===== config.mk =====
export PLATFORM = sky130hd
export DESIGN_NAME = alu_op_sequencer
export DESIGN_NICKNAME = d
export VERILOG_FILES = /design/src/rtl/alu_op_sequencer.sv
export SDC_FILE = /design/constraint.sdc
export NUM_CORES = 1
export LEC_CHECK = 0
export BUFFER_PORTS_ARGS = -buffer_cell sky130_fd_sc_hd__clkbuf_2
export CAP_MARGIN = 40
export CORE_ASPECT_RATIO = 0.8
export CORE_UTILIZATION = 40
export DETAILED_ROUTE_END_ITERATION = 7
export GPL_TIMING_DRIVEN = 0
export HOLD_SLACK_MARGIN = 0.06
export SLEW_MARGIN = 20
export SYNTH_ARGS = -nofsm -noshare
export SYNTH_HDL_FRONTEND = slang
export SYNTH_SLANG_ARGS = --single-unit
export TNS_END_PERCENT = 50

===== constraint.sdc =====
create_clock -name clk -period 3.5 [get_ports clk]
set_clock_uncertainty 0.1 [all_clocks]
set_input_delay 0.175 -clock clk [delete_from_list [all_inputs] [get_ports clk]]
set_output_delay 0.175 -clock clk [all_outputs]
set_load 0.05 [all_outputs]

===== src/rtl/alu_op_sequencer.sv =====
// Issues {a,b,cmd} to a combinational ALU, holds it SETTLE_CYC cycles, captures into a show-ahead FIFO.
// Accept-to-result latency SETTLE_CYC cycles; op_ready drops while an op is in flight or the FIFO is full.
module alu_op_sequencer #(
    parameter int DEPTH      = 4,
    parameter int SETTLE_CYC = 1
) (
    input  logic        clk,
    input  logic        rst_n,
    input  logic        op_valid,
    output logic        op_ready,
    input  logic [7:0]  op_a,
    input  logic [7:0]  op_b,
    input  logic [3:0]  op_cmd,
    output logic [7:0]  alu_a,
    output logic [7:0]  alu_b,
    output logic [3:0]  alu_cmd,
    output logic        alu_oe,
    input  logic [15:0] alu_d,
    output logic        res_valid,
    input  logic        res_ready,
    output logic [15:0] res_data,
    output logic [3:0]  res_cmd,
    output logic        res_err,
    output logic [15:0] op_count
);

    localparam int AW = (DEPTH > 1) ? $clog2(DEPTH) : 1;
    localparam int CW = $clog2(DEPTH + 1);
    localparam int SW = (SETTLE_CYC > 1) ? $clog2(SETTLE_CYC) : 1;
    localparam logic [CW-1:0] FULL_CNT    = CW'(DEPTH);
    localparam logic [SW-1:0] SETTLE_LOAD = SW'(SETTLE_CYC - 1);

    typedef enum logic {
        IDLE = 1'b0,
        WAIT = 1'b1
    } state_t;

    typedef struct packed {
        logic [3:0]  cmd;
        logic        err;
        logic [15:0] data;
    } res_t;

    state_t          state;
    logic [SW-1:0]   settle_cnt;
    res_t            mem [DEPTH];
    logic [AW-1:0]   wr_ptr;
    logic [AW-1:0]   rd_ptr;
    logic [CW-1:0]   fifo_count;
    logic [CW-1:0]   count_next;
    logic            accept;
    logic            capture;
    logic            pop;
    logic            div_zero;
    res_t            push_entry;
    res_t            head;

    assign accept     = op_valid && op_ready;
    assign capture    = (state == WAIT) && (settle_cnt == '0);
    assign pop        = res_valid && res_ready;
    assign count_next = fifo_count + CW'(capture) - CW'(pop);

    // A divide by zero is flagged here; the ALU's own output for that case is not trusted.
    assign div_zero   = (alu_cmd == 4'b0101) && (alu_b == 8'd0);
    assign push_entry = '{cmd: alu_cmd, err: div_zero, data: (div_zero ? 16'h0000 : alu_d)};

    assign res_valid  = (fifo_count != '0);
    assign head       = mem[rd_ptr];
    assign res_data   = res_valid ? head.data : 16'h0000;
    assign res_cmd    = res_valid ? head.cmd  : 4'h0;
    assign res_err    = res_valid ? head.err  : 1'b0;

    // op_ready is registered from next-cycle state so it stays low during reset.
    always_ff @(posedge clk or negedge rst_n) begin
        if (!rst_n) begin
            state      <= IDLE;
            op_ready   <= 1'b0;
            alu_a      <= 8'h00;
            alu_b      <= 8'h00;
            alu_cmd    <= 4'h0;
            alu_oe     <= 1'b0;
            settle_cnt <= '0;
            op_count   <= 16'h0000;
        end else begin
            case (state)
                IDLE: begin
                    if (accept) begin
                        alu_a      <= op_a;
                        alu_b      <= op_b;
                        alu_cmd    <= op_cmd;
                        alu_oe     <= 1'b1;
                        settle_cnt <= SETTLE_LOAD;
                        op_ready   <= 1'b0;
                        state      <= WAIT;
                    end else begin
                        op_ready   <= (count_next < FULL_CNT);
                    end
                end
                WAIT: begin
                    if (settle_cnt == '0) begin
                        op_count <= op_count + 16'd1;
                        alu_oe   <= 1'b0;
                        op_ready <= (count_next < FULL_CNT);
                        state    <= IDLE;
                    end else begin
                        settle_cnt <= settle_cnt - SW'(1);
                        op_ready   <= 1'b0;
                    end
                end
                default: begin
                    state    <= IDLE;
                    op_ready <= 1'b0;
                    alu_oe   <= 1'b0;
                end
            endcase
        end
    end

    always_ff @(posedge clk or negedge rst_n) begin
        if (!rst_n) begin
            wr_ptr     <= '0;
            rd_ptr     <= '0;
            fifo_count <= '0;
            for (int i = 0; i < DEPTH; i++) begin
                mem[i] <= '0;
            end
        end else begin
            if (capture) begin
                mem[wr_ptr] <= push_entry;
                wr_ptr      <= wr_ptr + AW'(1);
            end
            if (pop) begin
                rd_ptr <= rd_ptr + AW'(1);
            end
            fifo_count <= count_next;
        end
    end

endmodule


==> impl_metrics.csv <==
group,metric,value,unit
clock_network,cts_setup_buffers,0,
timing,max_freq,375.3,MHz
clock_network,path_clk_slew,0.06,ns
final_layout,antenna_cells,0,
critical_path,crit_path_end,"op_ready$_DFF_PN0_",
synthesis,syn_inst,512,
global_routing,grt_pass1_wl,22.54,mm
global_routing,grt_pass1_vias,4420,
power_and_ir_drop,vdd_drop_max,0.5098,mV
critical_path,critPathSlowestCell,"or3_1",
synthesis,synth_area,5652,µm²
critical_path,startpoint,"fifo_count[1]$_DFF_PN0_",
critical_path,r2r-start,"fifo_count[1]$_DFF_PN0_",
synthesis,yosys_warnings,0,
timing,fin_crit_sh,76.12,%
clock_network,insertion_delay,0.41,ns
critical_path,arrival,2.84,ns
synthesis,synth_commonest_cells,"158 x nand2_1, 130 x dfrtp_1, 69 x o21ai_0, 22 x and2_1, 21 x mux4_2",
synthesis,syn-num-nets,560,
die,die_h,108.3,µm
final_layout,fillCellCount,1192,
critical_path,worstSetupStartpointType,"register",
clock_network,cts_resized,0,
final_layout,drive_gt1_share,28.01,%
min_path,hold_path_class,"input pin to register",
power_and_ir_drop,power_density,1105,nW/µm²
timing,slew_viol_final,0,
global_routing,grt_usage,20.61,%
critical_path,cp.depth,10,
detailed_routing,antenna_left,0,
global_routing,gr-usage-met2,33.54,%
clock_network,cts_tree,"done",
detailed_routing,wire_per_inst,16.13,µm
critical_path,cp-end-kind,"register",
critical_path,cp_top_family,"simple AND/OR/NAND/NOR gates",
timing,rsz0062_at_grt,"no",
die,initial_utilization,41.27,%
die,core_area,13690,µm²
critical_path,worst-setup-path-type,"register to register",
detailed_routing,drc,0,
synthesis,synth-edff-count,0,
global_routing,grt.busiest_layer,"met2",
timing,finalHoldViolations,0,
die,pin_count,100,
die,die_area,14610,µm²
synthesis,ys_seq_area_share,57.56,%
critical_path,crit_buf_inv,2,
power_and_ir_drop,p_leak,3.659,nW
timing,min_period,2.664,ns
place,hpwl,9.153,mm
synthesis,async_flop_share,100.0,%
synthesis,avgSynthCellArea,11.04,µm²
clock_network,ctsHtreeMaxLevel,4,
synthesis,yosysTopAreaCell,"dfrtp_1",
detailed_routing,vias,4307,
place,gp_congestion,0.7443,
final_layout,syn_to_final_growth,31.26,%
critical_path,cp_max_fo,5,
synthesis,synth_seq_cells,130,
synthesis,yosysMostFrequentCell,"nand2_1",
clock_network,clock_sinks,130,
clock_network,clock_path_buffers,2,
power_and_ir_drop,power,8.194,mW
critical_path,ff2ff_setup_slack,0.84,ns
synthesis,synth_top_flop_cell,"dfrtp_1",
final_layout,fin_nets,717,
die,rows,38,
synthesis,netlist.area_leader.share,57.56,%
timing,tightest_slew,0.6828,ns
die,fp.dieW,134.9,µm
status,status,"finished clean",
critical_path,r2r_end,"op_ready$_DFF_PN0_",
timing,finalSetupViolations,0,
timing,slew_headroom,54.48,%
critical_path,crit_chain,"or3_1 -> and2_1 -> ha_1 -> inv_1 -> ha_1 -> inv_1 -> fa_1 -> xnor2_1 -> xnor2_1 -> nor2_1",
global_routing,met3_usage,5.251,%
timing,fin_setup_tns,0,ns
synthesis,synth_area_leaders,"dfrtp_1 58%, nand2_1 10%, mux4_2 8.4%",
detailed_routing,firstDrtPassIters,5,
detailed_routing,first_iter_violations,237,
place,port_buffers,99,
global_routing,grt_util_met1,27.44,%
global_routing,overflow,0,
global_routing,grt_max_degree,82,
critical_path,required,3.68,ns
critical_path,crit_path_max_incr_delay,0.47,ns
global_routing,antenna_found_initial,0,
detailed_routing,via_per_inst,4.997,
run,cap_violations,0,
clock_network,root_buffer,"clkbuf_16",
clock_network,numCtsBuffers,17,
critical_path,reg2reg_depth,10,
detailed_routing,wirelength,13.91,mm
synthesis,ys_types,31,
-- how the worst min path moves through the flow --
stage                        start                     end  slack [ns]  cells past startpoint
after floorplan              rst_n    alu_a[0]$_DFFE_PN0P_       -0.22                      0
after detailed placement     rst_n     mem[53]$_DFFE_PN0P_        0.06                      1
after global routing      op_valid  alu_cmd[3]$_DFFE_PN0P_        0.20                      5
final                     op_valid  alu_cmd[3]$_DFFE_PN0P_        0.15                      5
after CTS                 op_valid  alu_cmd[3]$_DFFE_PN0P_        0.12                      5
after global placement     op_a[7]    alu_a[7]$_DFFE_PN0P_        0.27                      3
-- cells in the final DEF, fill, tap and decap left out, types with 2 or more instances in the layout --
cell type / count
buf_6: 3
dfrtp_1: 130
clkinvlp_4: 2
clkbuf_16: 17
xnor2_1: 11
clkbuf_2: 98
dlygate4sd3_1: 38
inv_1: 7
nand3_2: 2
and2_1: 22
bufinv_16: 4
clkbuf_1: 16
nor2_1: 6
mux4_2: 21
nand4_1: 3
ha_1: 7
mux2_2: 17
clkinv_2: 4
clkbuf_8: 4
nor4b_1: 2
xor2_1: 9
buf_4: 4
buf_1: 3
o21ai_0: 69
buf_2: 10
nand3_1: 3
nand2_1: 158
-- report_power, final --
group / total [mW] / switching, mW / internal, mW
combinational: 3.72 / 2.48 / 1.24
sequential: 2.60 / 0.428 / 2.17
clock: 1.88 / 0.632 / 1.24
-- per-layer routing --
layer / wire, µm / up-vias
li1: - / 2020
met5: 0 / -
met1: 6207 / 2155
met4: 163 / 0
met2: 6845 / 121
met3: 689 / 11
-- final cells by class --
| type | instances | area [µm²] | area share (%) |
|---|---|---|---|
| clock buffer | 22 | 474.2 | 6.392 |
| clock inverter | 10 | 155.1 | 2.091 |
| sequential | 130 | 3253 | 43.85 |
| buffer | 34 | 177.7 | 2.395 |
| timing repair buffer | 138 | 912.1 | 12.30 |
| tap | 180 | 225.2 | 3.036 |
| multi-input combinational | 341 | 2195 | 29.58 |
| inverter | 7 | 26.28 | 0.3542 |
-- state kept, by name (all words and copies together), names as in the netlist --
signal      flops
alu_b           8
fifo_count      3
op_ready        1
alu_cmd         4
rd_ptr          2
alu_oe          1
wr_ptr          2
op_count       16
alu_a           8
state           1
mem            84
-- metrics by stage --
step	cell area [µm²]	setup WS, ns	hold WS, ns	utilization, %	std cells
after floorplan	5652	1.066	-0.2206	-	512
after global placement	6372	0.1207	0.2664	46.54	791
after detailed placement	6409	0.8248	0.05587	46.80	792
after CTS	7418	0.8152	0.1250	54.18	862
after global routing	7418	0.7060	0.2009	54.18	862
final	7418	0.8357	0.1465	54.18	862
-- cell families after synthesis --
| kind of cell | share of synthesized area, % |
|---|---|
| compound gates | 6.243 |
| flops | 57.56 |
| buf+inv | 3.609 |
| xor+xnor | 3.099 |
| fa+ha+maj | 1.904 |
| simple gates | 15.83 |
| mux | 11.76 |
-- timing repair --
action	4_1_cts	5_1_grt
hold buffers	38	0
hold endpoints to repair	135	0
setup endpoints to repair	0	0
-- worst register-to-register path, delay by kind of cell (launching register included) --
kind | cells | cell delay, ns
adders and majority gates | 3 | 0.78
buffers and inverters | 2 | 0.10
DFF | 1 | 0.42
and+or+nand+nor | 3 | 0.80
xor gates and xnor gates | 2 | 0.34
Power figures use the tool's default switching activity.
